**src/rtl/stream_upsizer_pkg.sv**
```systemverilog
// Shared stream definitions: default lane width and a clog2 helper for counter sizing.
// Latency: n/a (package only).
// Backpressure: n/a. Keep convention for all stream blocks: one bit per lane, LSB = first word.
package stream_upsizer_pkg;

    localparam int DEF_IN_WIDTH = 32;
    localparam int DEF_RATIO    = 2;

    // Smallest r with 2**r >= v; callers guarantee v >= 2 so the result is >= 1.
    function automatic int clog2_f(input int v);
        int r;
        r = 0;
        for (int i = 0; i < 31; i++) begin
            if ((1 << i) < v) begin
                r = i + 1;
            end
        end
        return r;
    endfunction

endpackage

```
**src/rtl/stream_upsizer.sv**
```systemverilog
// Valid/ready width upsizer: packs RATIO input words into one registered output beat.
// Latency: 1 cycle from acceptance of the closing word to out_valid.
// Backpressure: in_ready = resetn && (!out_valid || out_ready); a stalled beat is held bit-stable.
//
// Ports:
//   clk, resetn          clock, synchronous active-low reset
//   in_valid/in_ready    upstream handshake; in_data is one lane, in_last closes the beat early
//   out_valid/out_ready  downstream handshake
//   out_data/out_keep    packed beat (lane k at [k*IN_WIDTH +: IN_WIDTH]) and per-lane written mask
//   out_last             beat ends a packet
module stream_upsizer
    import stream_upsizer_pkg::*;
#(
    parameter int IN_WIDTH  = DEF_IN_WIDTH,
    parameter int RATIO     = DEF_RATIO,
    localparam int OUT_WIDTH = IN_WIDTH * RATIO,
    localparam int CNT_W     = clog2_f(RATIO)
) (
    input  logic                 clk,
    input  logic                 resetn,
    input  logic                 in_valid,
    output logic                 in_ready,
    input  logic [IN_WIDTH-1:0]  in_data,
    input  logic                 in_last,
    output logic                 out_valid,
    input  logic                 out_ready,
    output logic [OUT_WIDTH-1:0] out_data,
    output logic [RATIO-1:0]     out_keep,
    output logic                 out_last
);

    // The output register doubles as the assembly register: while r_vld=0 it
    // holds the partially filled beat, and r_cnt points at the next free lane.
    logic [CNT_W-1:0]     r_cnt;
    logic                 r_vld;
    logic [OUT_WIDTH-1:0] r_data;
    logic [RATIO-1:0]     r_keep;
    logic                 r_last;

    logic                 w_ready;
    logic                 w_accept;
    logic                 w_xfer;
    logic                 w_close;
    logic [CNT_W-1:0]     w_cnt_nxt;
    logic                 w_vld_nxt;
    logic [OUT_WIDTH-1:0] w_data_nxt;
    logic [RATIO-1:0]     w_keep_nxt;
    logic                 w_last_nxt;

    assign w_ready  = resetn && (!r_vld || out_ready);
    assign w_accept = in_valid && w_ready;
    assign w_xfer   = r_vld && out_ready;
    assign w_close  = w_accept && ((r_cnt == CNT_W'(RATIO - 1)) || in_last);

    always_comb begin
        w_cnt_nxt  = r_cnt;
        w_vld_nxt  = r_vld;
        w_data_nxt = r_data;
        w_keep_nxt = r_keep;
        w_last_nxt = r_last;

        // A departing beat leaves a clean, empty assembly register behind so
        // unwritten lanes of the next beat read as zero.
        if (w_xfer) begin
            w_vld_nxt  = 1'b0;
            w_data_nxt = '0;
            w_keep_nxt = '0;
            w_last_nxt = 1'b0;
        end

        // When a beat is held, acceptance implies it is also leaving, and r_cnt
        // is already back at 0, so the word lands in lane 0 of the fresh beat.
        if (w_accept) begin
            for (int k = 0; k < RATIO; k++) begin
                if (r_cnt == CNT_W'(k)) begin
                    w_data_nxt[k*IN_WIDTH +: IN_WIDTH] = in_data;
                    w_keep_nxt[k]                      = 1'b1;
                end
            end
            if (w_close) begin
                w_vld_nxt  = 1'b1;
                w_last_nxt = in_last;
                w_cnt_nxt  = '0;
            end else begin
                w_cnt_nxt  = r_cnt + CNT_W'(1);
            end
        end
    end

    always_ff @(posedge clk) begin
        if (!resetn) begin
            r_cnt  <= '0;
            r_vld  <= 1'b0;
            r_data <= '0;
            r_keep <= '0;
            r_last <= 1'b0;
        end else begin
            r_cnt  <= w_cnt_nxt;
            r_vld  <= w_vld_nxt;
            r_data <= w_data_nxt;
            r_keep <= w_keep_nxt;
            r_last <= w_last_nxt;
        end
    end

    assign in_ready  = w_ready;
    assign out_valid = r_vld;
    assign out_data  = r_data;
    assign out_keep  = r_keep;
    assign out_last  = r_last;

endmodule

```
**config.mk**
```make
export PLATFORM = sky130hd
export DESIGN_NAME = stream_upsizer
export DESIGN_NICKNAME = d
export VERILOG_FILES = /design/src/rtl/stream_upsizer_pkg.sv /design/src/rtl/stream_upsizer.sv
export SDC_FILE = /design/constraint.sdc
export NUM_CORES = 1
export LEC_CHECK = 0
export CAP_MARGIN = 20
export CORE_ASPECT_RATIO = 1.25
export CORE_MARGIN = 2
export CORE_UTILIZATION = 43
export DETAILED_ROUTE_END_ITERATION = 12
export PLACE_DENSITY = 0.79
export REMOVE_ABC_BUFFERS = 1
export SYNTH_ARGS = -nofsm -noshare
export SYNTH_HDL_FRONTEND = slang
export SYNTH_SLANG_ARGS = --single-unit
```
**constraint.sdc**
```tcl
create_clock -name clk -period 1.4 [get_ports clk]
set_input_delay 0.28 -clock clk [delete_from_list [all_inputs] [get_ports clk]]
set_output_delay 0.28 -clock clk [all_outputs]
set_load 0.1 [all_outputs]
```
After elaboration in Yosys (flattened, before gate mapping)
Cells that the tools add are included.
{"block": "classes", "n_addsub": 1, "mux": 15, "n_reduce_logical": 7}
{"op": "two-way mux 64 bit", "count": 2}
{"op": "two-way mux 32 bit", "count": 2}
{"op": "two-way mux 1 bit", "count": 9}
{"op": "logical AND 1 bit", "count": 4}
{"op": "two-way mux 2 bit", "count": 2}
{"op": "logical OR 1 bit", "count": 2}
{"op": "adder 1 bit (second input constant)", "count": 1}
{"op": "zero test 1 bit", "count": 1}
{"block": "totals", "ff_bits": 69, "inputBits": 37, "output_inout_bits": 69}

Logic depth before layout (Yosys ltp)
Gate-level depths: netlist (run 1).
{"block": "logic_depth", "ltp_word": 7, "ltp_mapped": 5, "mapped_depth_nobuf": 3}

Worst setup path after synthesis (run 1)
Ideal clock, no wire load.
{"block": "synth_timing", "path_kind": "flip-flop to flip-flop", "startpoint": "reg r_vld (netlist: out_valid)", "endpoint": "reg r_keep[0] (netlist: out_keep[0])", "setup_time_ps": 115, "arrival_time_ps": 1861, "t_required_ps": 1285, "setup_slack_ps": -576, "path_stages_with_launch": 6, "n_path_buf": 2, "cell_sequence": "dfxtp_1 > nand2b_4 > and4b_1 > buf_6 > buf_12 > o21a_1"}
{"block": "synth_between", "elab_chain_cells": 5}
{"item": "start, declared", "line_no": "stream_upsizer.sv:35", "text": "logic r_vld;"}
{"item": "start signal, assigned", "line_no": "stream_upsizer.sv:99", "text": "r_vld <= w_vld_nxt;"}
{"item": "zero test 1 bit", "line_no": "stream_upsizer.sv:50", "text": "assign w_ready = resetn && (!r_vld || out_ready);"}
{"item": "logical OR 1 bit", "line_no": "stream_upsizer.sv:50"}
{"item": "logical AND 1 bit", "line_no": "stream_upsizer.sv:50"}
{"item": "logical AND 1 bit", "line_no": "stream_upsizer.sv:51", "text": "assign w_accept = in_valid && w_ready;"}
{"item": "two-way mux 2 bit (*)", "line_no": "stream_upsizer.sv:73", "text": "if (w_accept) begin"}
{"item": "end signal, assigned", "line_no": "stream_upsizer.sv:101", "text": "r_keep <= w_keep_nxt;"}
{"item": "end, declared", "line_no": "stream_upsizer.sv:37", "text": "logic [RATIO-1:0] r_keep;"}
Mark *: on every way between the ends. The rest lies on a longest branch, timed or not.
A chain may end at the register's enable or synchronous reset.

Worst setup path after layout (run 1)
{"block": "layout_timing", "startpoint": "reg r_vld (netlist: out_valid)", "endpoint": "out in_ready"}
{"block": "layout_between", "elab_chain_cells": 3}
{"item": "zero test 1 bit", "line_no": "stream_upsizer.sv:50"}
{"item": "logical OR 1 bit", "line_no": "stream_upsizer.sv:50"}
{"item": "logical AND 1 bit", "line_no": "stream_upsizer.sv:50"}
{"item": "end, declared", "line_no": "stream_upsizer.sv:22", "text": "output logic in_ready,"}
Every way passes these cells.

==> results of run 1 <==
-- critical path, stage by stage, from the launching register on --
cell      delay, ns
dfxtp_2        0.36
nand2b_4       0.07
and2_4         0.17
buf_12         0.16
-- layout make-up --
cell class,count,area [um2],share of cell area (%)
clock buffers,10,138,2.88
clock inverters,6,70.1,1.47
repair buffers,118,1910,40.1
well taps,85,106,2.23
flip-flops and latches,69,1380,29.0
multi-input cells,178,1160,24.3
-- cell usage in the layout (no fill, tap or decap), drive strengths merged --
cell	synthesis	routed
o21ai	1	1
mux2i	64	64
clkinvlp	0	3
nand2b	1	1
and3	2	2
dlygate4sd2	0	2
o21a	2	2
dfxtp	69	69
inv	0	2
a21boi	4	4
buf	15	82
nand2	98	98
dlymetal6s2s	0	1
nand4	1	1
a32o	1	1
and2	2	2
clkdlybuf4s50	0	33
clkbuf	3	10
nor2	1	1
bufinv	0	1
and4b	1	1
-- report_power, final --
part	internal [uW]	switching, uW	total [uW]
clock	883	790	1670
combinational	464	709	1170
sequential	2030	75.1	2110
total	3380	1570	4950
-- flip-flops by register name, indices dropped and copies added (netlist names) --
signal,cells
r_cnt,1
out_last,1
out_data,64
out_keep,2
out_valid,1
-- routing by layer --
metal  up-vias  track usage (%)
li1       1093                -
met1      1050             25.6
met2        77             36.8
met3        15             7.03
met4         0             10.4
met5         -                0
-- what timing repair did --
item / 4_1_cts / 5_1_grt
pin swaps: 0 / 1
endpoints found under the setup margin: 33 / 2
gates resized for setup: 4 / 1
setup buffers: 2 / 0
hold endpoints to repair: 0 / 0
-- cell families after synthesis --
kind of cell	count (synthesis)	synth area share, %
and+or+nand+nor	106	16.6
DFF	69	51.5
muxes	64	23.9
buffers and inverters	18	5.56
AOI/OAI and AO/OA	8	2.38
-- through the flow --
stage / util [%] / setup WS, ns
detailed placement: 74.7 / -0.452
global route: 78.4 / -0.00815
finish: 78.4 / 0.0267
floorplan: - / -1.12
global placement: 74.7 / -0.370
CTS: 78.4 / 0.0159
-- worst max-delay path by stage --
stage                   endpoint
global placement    out_data[29]
detailed placement  out_data[22]
global route            in_ready
finish                  in_ready
CTS                     in_ready
floorplan            out_data[0]
==> impl_metrics.yaml, run 1 <==
worst_setup_path:
  startpoint: "out_valid"
  worstReg2RegEnd: "out_data[22]"
  endpoint_kind: "primary output"
  start_kind: "flip-flop"
  path_class: "flip-flop to primary output"
  rr_worst_depth: 3
  cp.required_ns: 1.12
  arrival_ns: 1.09
  r2r_start: "r_cnt"
  ff2ff_setup_slack_ns: 0.12
  cp_max_fo: 4
timing:
  rsz0062_at_grt: "true"
  max_freq_mhz: 728
  period_needed_ns: 1.37
  fin_crit_sh_pct: 98.1
  tightest_slew_ns: 0.255
  relSlewSlack_pct: 83.0
  fin_hold_ws_ns: 0.429
  final-setup-viol-count: 0
  hold_violations: 0
  fin_worst_skew_ns: 0.00557
  drv_slew: 0
  tns_ns: 0
route:
  dr_wl_met2_um: 3650
  wl_met1_um: 2700
  highest_layer: "met4"
  dr.pass1.iters: 4
  ant_nets: 0
  drt_iter0_markers: 76
  met3_length_um: 428
  vias_per_cell: 4.80
  drc: 0
  wire_per_inst_um: 14.9
  num_vias: 2235
  drt-total-wl_um: 6940
min_path:
  hold_depth: 2
  hold_path_end: "r_cnt"
  hp-class: "input pin to flip-flop"
  hold_path_startpoint: "resetn"
logic_synthesis:
  synth_top_flop_cell: "dfxtp_1"
  ys_types: 22
  synth_area_leaders: "dfxtp_1, mux2i_1, nand2_1"
  yosysWarnings: 0
  synth.avg_cell_area_um2: 10.1
  synth_common_cells: "nand2_1, dfxtp_1, mux2i_1, buf_2, buf_4"
  synth_top_area_share_pct: 51.5
  ys_seq_area_share_pct: 51.5
  synth_top_area_cell: "dfxtp_1"
  synth-edff-count: 0
  synth_most_common_cell: "nand2_1"
  netlist_instances: 265
  ys_ff_latch: 69
  postSynth.asyncResetShare_pct: 0
  syn_area_um2: 2680
floorplanning:
  die_w_um: 74.6
  ios: 106
  dieArea_um2: 6880
  core-area_um2: 6090
  initial_core_util_pct: 44.0
  placement_rows: 32
  die_h_um: 92.3
placed_design:
  dp_hpwl_um: 5070
  place_inst: 448
  dpl_cell_area_um2: 4550
  place.port_buffers: 105
  gp_congestion: 0.718
global_routing:
  grt_pass1_vias: 2367
  grtUsageTotal_pct: 22.3
  gr-total-overflow: 0
  grt_pass1_wl_um: 11600
  antenna_found_initial: 0
  grt_max_degree: 36
clock_network:
  cts.clk_slew.worst_paths_ns: 0.08
  cts_buffer_depth: 2
  h-tree-depth: 3
  cts_sinks: 69
  hold_buffers: 0
  clock_latency_ns: 0.34
  cts_buffers: 9
  tritoncts: "built"
  root_buffer: "clkbuf_8"
layout:
  area_growth_pct: 78.0
  design_area_um2: 4770
  layout.cells.non_filler: 466
  fillers: 383
  drive_above_1_share_pct: 27.8
  nets: 413
  insertedDiodeCount: 0
power:
  ir_worst_vdd_mv: 0.799
  p_total_uw: 4950
  power.density_nw_per_um2: 1040
  leakage_uw: 0.00207
job:
  drv_cap: 0
outcome:
  status: "finished, final reports clean"
Power figures use the tool's default switching activity.
==> run 2: changes to the inputs <==
Settings changed: CAP_MARGIN 20 to not set, SLEW_MARGIN set to 0, TNS_END_PERCENT set to 100.
==> results of run 2 <==
No change in the layout: final DEF, timing and power equal those of run 1.
==> run 3: changes to the inputs <==
==> constraint.sdc (replaced) <==
create_clock -name clk -period 1.4 [get_ports clk]
set_input_delay 0.28 -clock clk [delete_from_list [all_inputs] [get_ports clk]]
set_output_delay 0.28 -clock clk [all_outputs]
set_load 0.01 [all_outputs]
==> run 3 against run 2 <==
  * Final cell count grew 1.3%
  * Global-route usage shrank 3.4 points
  * Register-to-register slack worse by 0.05 ns
  * Largest cell class is now flip-flops and latches
  * Sequential cell count unchanged
  * Power down 11%
  * Highest routed layer unchanged
  * Critical path type unchanged
  * First-iteration DRC count is 21% higher
  * Fmax up 1.9%
  * Largest power group unchanged
  * Sequential power fell by 2%
==> impl_metrics.yaml, run 3 (synthesis results as in run 1) <==
placed_design:
  place.port_buffers: 105
  dp_hpwl_um: 4350
  gp_congestion: 0.724
  pre_cts_slack_ns: -0.478
  dpl_cell_area_um2: 3880
power:
  seqPwrFrac_pct: 46.9
  p_total_uw: 4410
  leakage_uw: 0.00211
  clock_power_share_pct: 40.5
  netSwitchingPower_uw: 1020
  pwr-share-comb_pct: 12.6
  swShare_pct: 23.2
  p_int_uw: 3390
  power.density_nw_per_um2: 1070
  ir_worst_vdd_mv: 0.600
min_path:
  hold_path_startpoint: "resetn"
  hp-class: "input pin to flip-flop"
  hold_depth: 3
  hold_path_end: "r_cnt"
clock_network:
  root_buffer: "clkbuf_8"
  cts_sinks: 69
  hold_buffers: 0
  clock_latency_ns: 0.34
  tritoncts: "built"
  cts.clk_slew.worst_paths_ns: 0.07
  cts_buffers: 9
  cts_buffer_depth: 2
  h-tree-depth: 3
timing:
  max_freq_mhz: 742
  relSlewSlack_pct: 86.4
  period_needed_ns: 1.35
  hold_violations: 0
  rsz0062_at_grt: "false"
  tightest_slew_ns: 0.204
  fin_crit_sh_pct: 96.3
  fin_hold_ws_ns: 0.371
  timing.final.ws_setup_ns: 0.0518
  fin_worst_skew_ns: 0.0122
  tns_ns: 0
  final-setup-viol-count: 0
  drv_slew: 0
layout:
  layout_commonest_cell: "nand2_1"
  final_cell_mix: "nand2_1, dlygate4sd2_1, dfxtp_1, mux2i_1, clkdlybuf4s50_1"
  multi_input_area_um2: 1160
  insertedDiodeCount: 0
  fillers: 510
  largest_register_ffs: 64
  design_area_um2: 4110
  area_growth_pct: 53.3
  drive_above_1_share_pct: 11.6
  nets: 419
  seq_area_um2: 1380
route:
  drc: 0
  vias_per_cell: 4.75
  ant_nets: 0
  num_vias: 2244
  drt_iter0_markers: 92
  wire_per_inst_um: 13.7
  dr.pass1.iters: 4
  drt-total-wl_um: 6460
global_routing:
  grt_pass1_vias: 2184
  grt_max_degree: 39
  grt_pass1_wl_um: 9930
  antenna_found_initial: 0
  gr-total-overflow: 0
  grtUsageTotal_pct: 18.9
job:
  drv_cap: 0
worst_setup_path:
  start_kind: "flip-flop"
  rr_worst_depth: 5
  arrival_ns: 1.07
  endpoint_kind: "primary output"
  r2r_start: "out_valid"
  worstReg2RegEnd: "out_data[22]"
  cp_max_fo: 2
  path_class: "flip-flop to primary output"
  ff2ff_setup_slack_ns: 0.07
  cp.required_ns: 1.12
floorplanning:
  placement_rows: 32
  ios: 106
  dieArea_um2: 6880
  initial_core_util_pct: 44.0
  core-area_um2: 6090
  die_w_um: 74.6
  die_h_um: 92.3
outcome:
  status: "finished, final reports clean"
-- run 3: cell types whose count changed in the layout (fill, tap and decap cells not counted), sizes merged --
cell	before	now
clkinv	0	3
clkinvlp	3	1
clkdlybuf4s50	33	34
inv	2	0
clkbuf	10	14
buf	82	17
bufinv	1	2
dlygate4sd2	2	68
-- run 3: critical path, stage by stage, from the launching register on --
cell and delay, ns:
dfxtp_2 0.36, nand2b_4 0.06, and2_2 0.18, buf_2 0.13
-- run 3: power groups by stage --
stage | clock network [uW] | registers [uW] | logic, uW
after global routing | 1920 | 2070 | 601
final | 1780 | 2070 | 557
after global placement | 0 | 2110 | 560
after CTS | 1840 | 2070 | 519
after detailed placement | 0 | 2110 | 565
after floorplan | 0 | 2140 | 180
-- run 3: worst max-delay path by stage --
stage	depth (start not counted)	startpoint	end	slack [ns]
after floorplan	3	out_valid	out_data[0]	-0.66
after CTS	5	resetn	out_data[22]	0.01
after global placement	4	out_ready	in_ready	-0.41
after detailed placement	4	out_ready	in_ready	-0.48
after global routing	5	out_valid	out_data[24]	0.003
final	3	out_valid	in_ready	0.05
-- run 3: layout make-up --
| class | instances | area share [%] |
|---|---|---|
| Timing Repair Buffer | 124 | 30.1 |
| Tap cell | 85 | 2.59 |
| Multi-Input combinational cell | 178 | 28.2 |
| Clock inverter | 6 | 2.10 |
| Sequential cell | 69 | 33.7 |
| Clock buffer | 10 | 3.35 |
-- run 3: repair_timing --
action | CTS | global route
cloned | 0 | 3
gates resized for setup | 75 | 4
setup endpoints to repair | 102 | 57
setup buffers | 0 | 2
-- run 3: per-layer routing --
metal  GRT usage (%)  up-vias  wire length, um
li1                -     1108                -
met1            20.5     1047             2630
met2            31.9       77             3230
met3            7.03       12              452
met4            8.63        0              158
met5               0        -                0
-- run 3: through the flow --
| step | std cells | utilization, % |
|---|---|---|
| 2_1_floorplan | 247 | - |
| 3_3_place_gp | 451 | 63.7 |
| 3_5_place_dp | 451 | 63.7 |
| 4_1_cts | 467 | 65.9 |
| 5_1_grt | 472 | 67.5 |
| 6_report | 472 | 67.5 |
==> RTL edit (settings of run 2) <==
Take the reset off `r_data` and load it in a clocked block of its own.
--- a/src/rtl/stream_upsizer.sv
+++ b/src/rtl/stream_upsizer.sv
@@ -93,3 +93,2 @@
             r_vld  <= 1'b0;
-            r_data <= '0;
             r_keep <= '0;
@@ -99,3 +98,2 @@
             r_vld  <= w_vld_nxt;
-            r_data <= w_data_nxt;
             r_keep <= w_keep_nxt;
@@ -103,2 +101,6 @@
         end
+    end
+
+    always_ff @(posedge clk) begin
+        r_data <= w_data_nxt;
     end
Formal check against the unedited RTL: differs if resetn is asserted again (counterexample within 4 cycles, from zero or initial values and one cycle with resetn low); with resetn held inactive, the same outputs for 10 cycles.
==> RTL edit against run 2 <==
- clock skew up 6.5 ps
- first-iteration DRC count fell by 25%
- routed wire length decreased by 7.6%
- cell count shrank 3.9%
- final area decreased by 2.1%
- setup slack lost 10 ps
- area after synthesis down 3.2%
- highest routed layer unchanged
- sequential cell count stayed put
Power is not compared: it rests on default switching activity, and its combinational part moved more than twofold at a synthesized area within 25%.
==> RTL edit: results (changes against run 2) <==
Detailed routing
  – WL final: 6410 um (-7.6%)
  – DR iter-0 viols: 57 (-25%)
  – TritonRoute pass-1 iters: 4 (unchanged)
  – Vias/cell: 4.77 (-0.54%)

Setup path
  – Cell family with most CP delay: flip-flops
  – Slowest stage cell, crit path: dfxtp_4
  – R2R setup slack: 60 ps (-60 ps)
  – Worst EP arrival: 1100 ps
  – FF-to-FF path depth: 4 (+1)
  – Crit-path max FO: 4 (unchanged)
  – Reg2Reg Launch Point: out_valid
  – Crit-path max cell delay: 360 ps (about the same)
  – Reg2reg end: out_data[5]

Yosys
  – Synth cell types: 22 (unchanged)
  – Synth cell count leaders: 69 x dfxtp_1, 68 x nand2_1, 64 x mux2i_1
  – Compound-gate portion of the synthesized area: 1.74% (-0.64 points)
  – Post-Synth XOR/XNOR Area: 0% (unchanged)
  – Synth top area cells: dfxtp_1 53%, mux2i_1 25%, nand2_1 9.8%
  – Adder-Cell Fraction of Synth Area: 0% (unchanged)
  – Post-synthesis mux area share: 24.7% (+0.80 points)
  – Post-synth ARST share: 0% (unchanged)
  – Ys Warns: 0 (unchanged)
  – Post-synthesis cell count: 261 (-1.5%)
  – Sequential share of the synthesized area: 53.3% (+1.7 points)

Hold path
  – Hold Path Sink: out_keep[1]
  – Hold_sp: out_keep[1]
  – Worst Hold Class: register to register
  – Hold path cells: 2 (unchanged)

STA
  – Least-Margin Pin Slew: 326 ps (+71.5 ps)
  – WHS: 491 ps (+61.2 ps)
  – Clock skew: 12.0 ps (+6.46 ps)

Layout
  – Largest register FFs: 64 (unchanged)
  – Layout cells sized above 1: 27.2% (-0.60 points)
  – Diodes inserted: 0 (unchanged)
  – Nets: 414 (+0.24%)
  – Fin cells: 448 (-3.9%)

Placed design
  – Port Buf Inserts: 105 (unchanged)
  – Post-DP HPWL: 4620 um (-8.9%)
  – Placed cell count: 430 (-4.0%)
  – Routability cong.: 0.748 (+4.1%)

Power and ir drop
  – Power Internal: 4.66 mW
  – Worst IR Drop VDD: 1240 uV
  – Leak pwr: 2.29 nW

Clocking
  – Clock Tree Buf Depth: 2 (unchanged)
  – CTS clock-pin slew for the worst setup and hold paths: 80 ps (about the same)
  – Worst skew pair latency: 340 ps (about the same)
  – H-tree depth: 3 (unchanged)
  – CTS buffer count: 9 (unchanged)
  – CTS root buf: clkbuf_8

Global route
  – Total GRT Usage: 20.7% (-1.5 points)
  – Initial antenna violation count: 0 (unchanged)
  – Number of global-route vias before repair: 2172 (-8.2%)
  – First-pass GRT wire length: 10600 um (-8.6%)
  – Largest net degree at the start of global routing: 45 (+25%)

Status
  – Status: finished clean
## RTL edit: power by group through the flow
stage                     Clock [mW]  Combinational [mW]  Sequential (mW)
after global placement             0                4.53             2.72
after floorplan                    0               0.415             5.03
final                           1.45                4.58             2.69
after CTS                       1.48                4.59             2.70
after detailed placement           0                4.58             2.74
after global routing            1.57                4.70             2.74
## RTL edit: worst max-delay path by stage
stage	start	to	cells after the start	slack, ps
after detailed placement	out_ready	out_data[27]	5	-290
after global routing	out_valid	in_ready	3	-20
final	out_valid	in_ready	3	20
after global placement	out_ready	out_data[27]	5	-250
after floorplan	out_valid	out_last	3	-1500
after CTS	out_valid	in_ready	3	10
## RTL edit: cells by family (layout without fill, tap and decap cells)
family | after synthesis | count (layout)
buffers and inverters | 46 | 167
multiplexers | 64 | 64
AND/OR/NAND/NOR | 76 | 76
AO/OA/AOI/OAI | 6 | 6
flip-flops | 69 | 69
## RTL edit: what timing repair did
| action | in CTS | in global routing |
|---|---|---|
| gates resized for setup | 6 | 1 |
| setup endpoints to repair | 1 | 2 |
| pin swaps | 1 | 0 |
| setup buffers | 1 | 1 |
| cloned | 0 | 0 |
| hold endpoints to repair | 0 | 0 |
## RTL edit: per-layer routing
layer  vias up  global-route usage, %  part of all wire [%]  wire (um)
li1       1060                      -                     -          -
met1      1001                   23.8                    40       2550
met2        66                   34.7                    52       3370
met3        10                   6.14                   6.0        383
met4         0                   9.39                   1.8        115
met5         -                      0                     0          0
## RTL edit: stage by stage
stage | area (um^2) | util (%) | TNS [ps] | setup WS [ps]
floorplan | 2510 | - | -78980 | -1500
detailed placement | 4460 | 76.7 | -16890 | -293
CTS | 4660 | 80.1 | 0 | 9.81
global placement | 4460 | 76.7 | -14300 | -250
finish | 4670 | 80.3 | 0 | 16.3
global route | 4670 | 80.3 | -16.5 | -16.5
## RTL edit: final cells by class
class                   count  area (um^2)
clock buffers              12          155
clock inverters             4         22.5
fillers                   350         1150
inverters                  32          120
multi-input cells         146         1020
flip-flops and latches     69         1390
well taps                  66         82.6
repair buffers            119         1890
## RTL edit: tightest hold or removal path, delay by kind of cell (launching register included)
kind             cells  cell delay (ps)
AO/OA/AOI/OAI        1               50
flip-flops           1              340
AND/OR/NAND/NOR      1               60
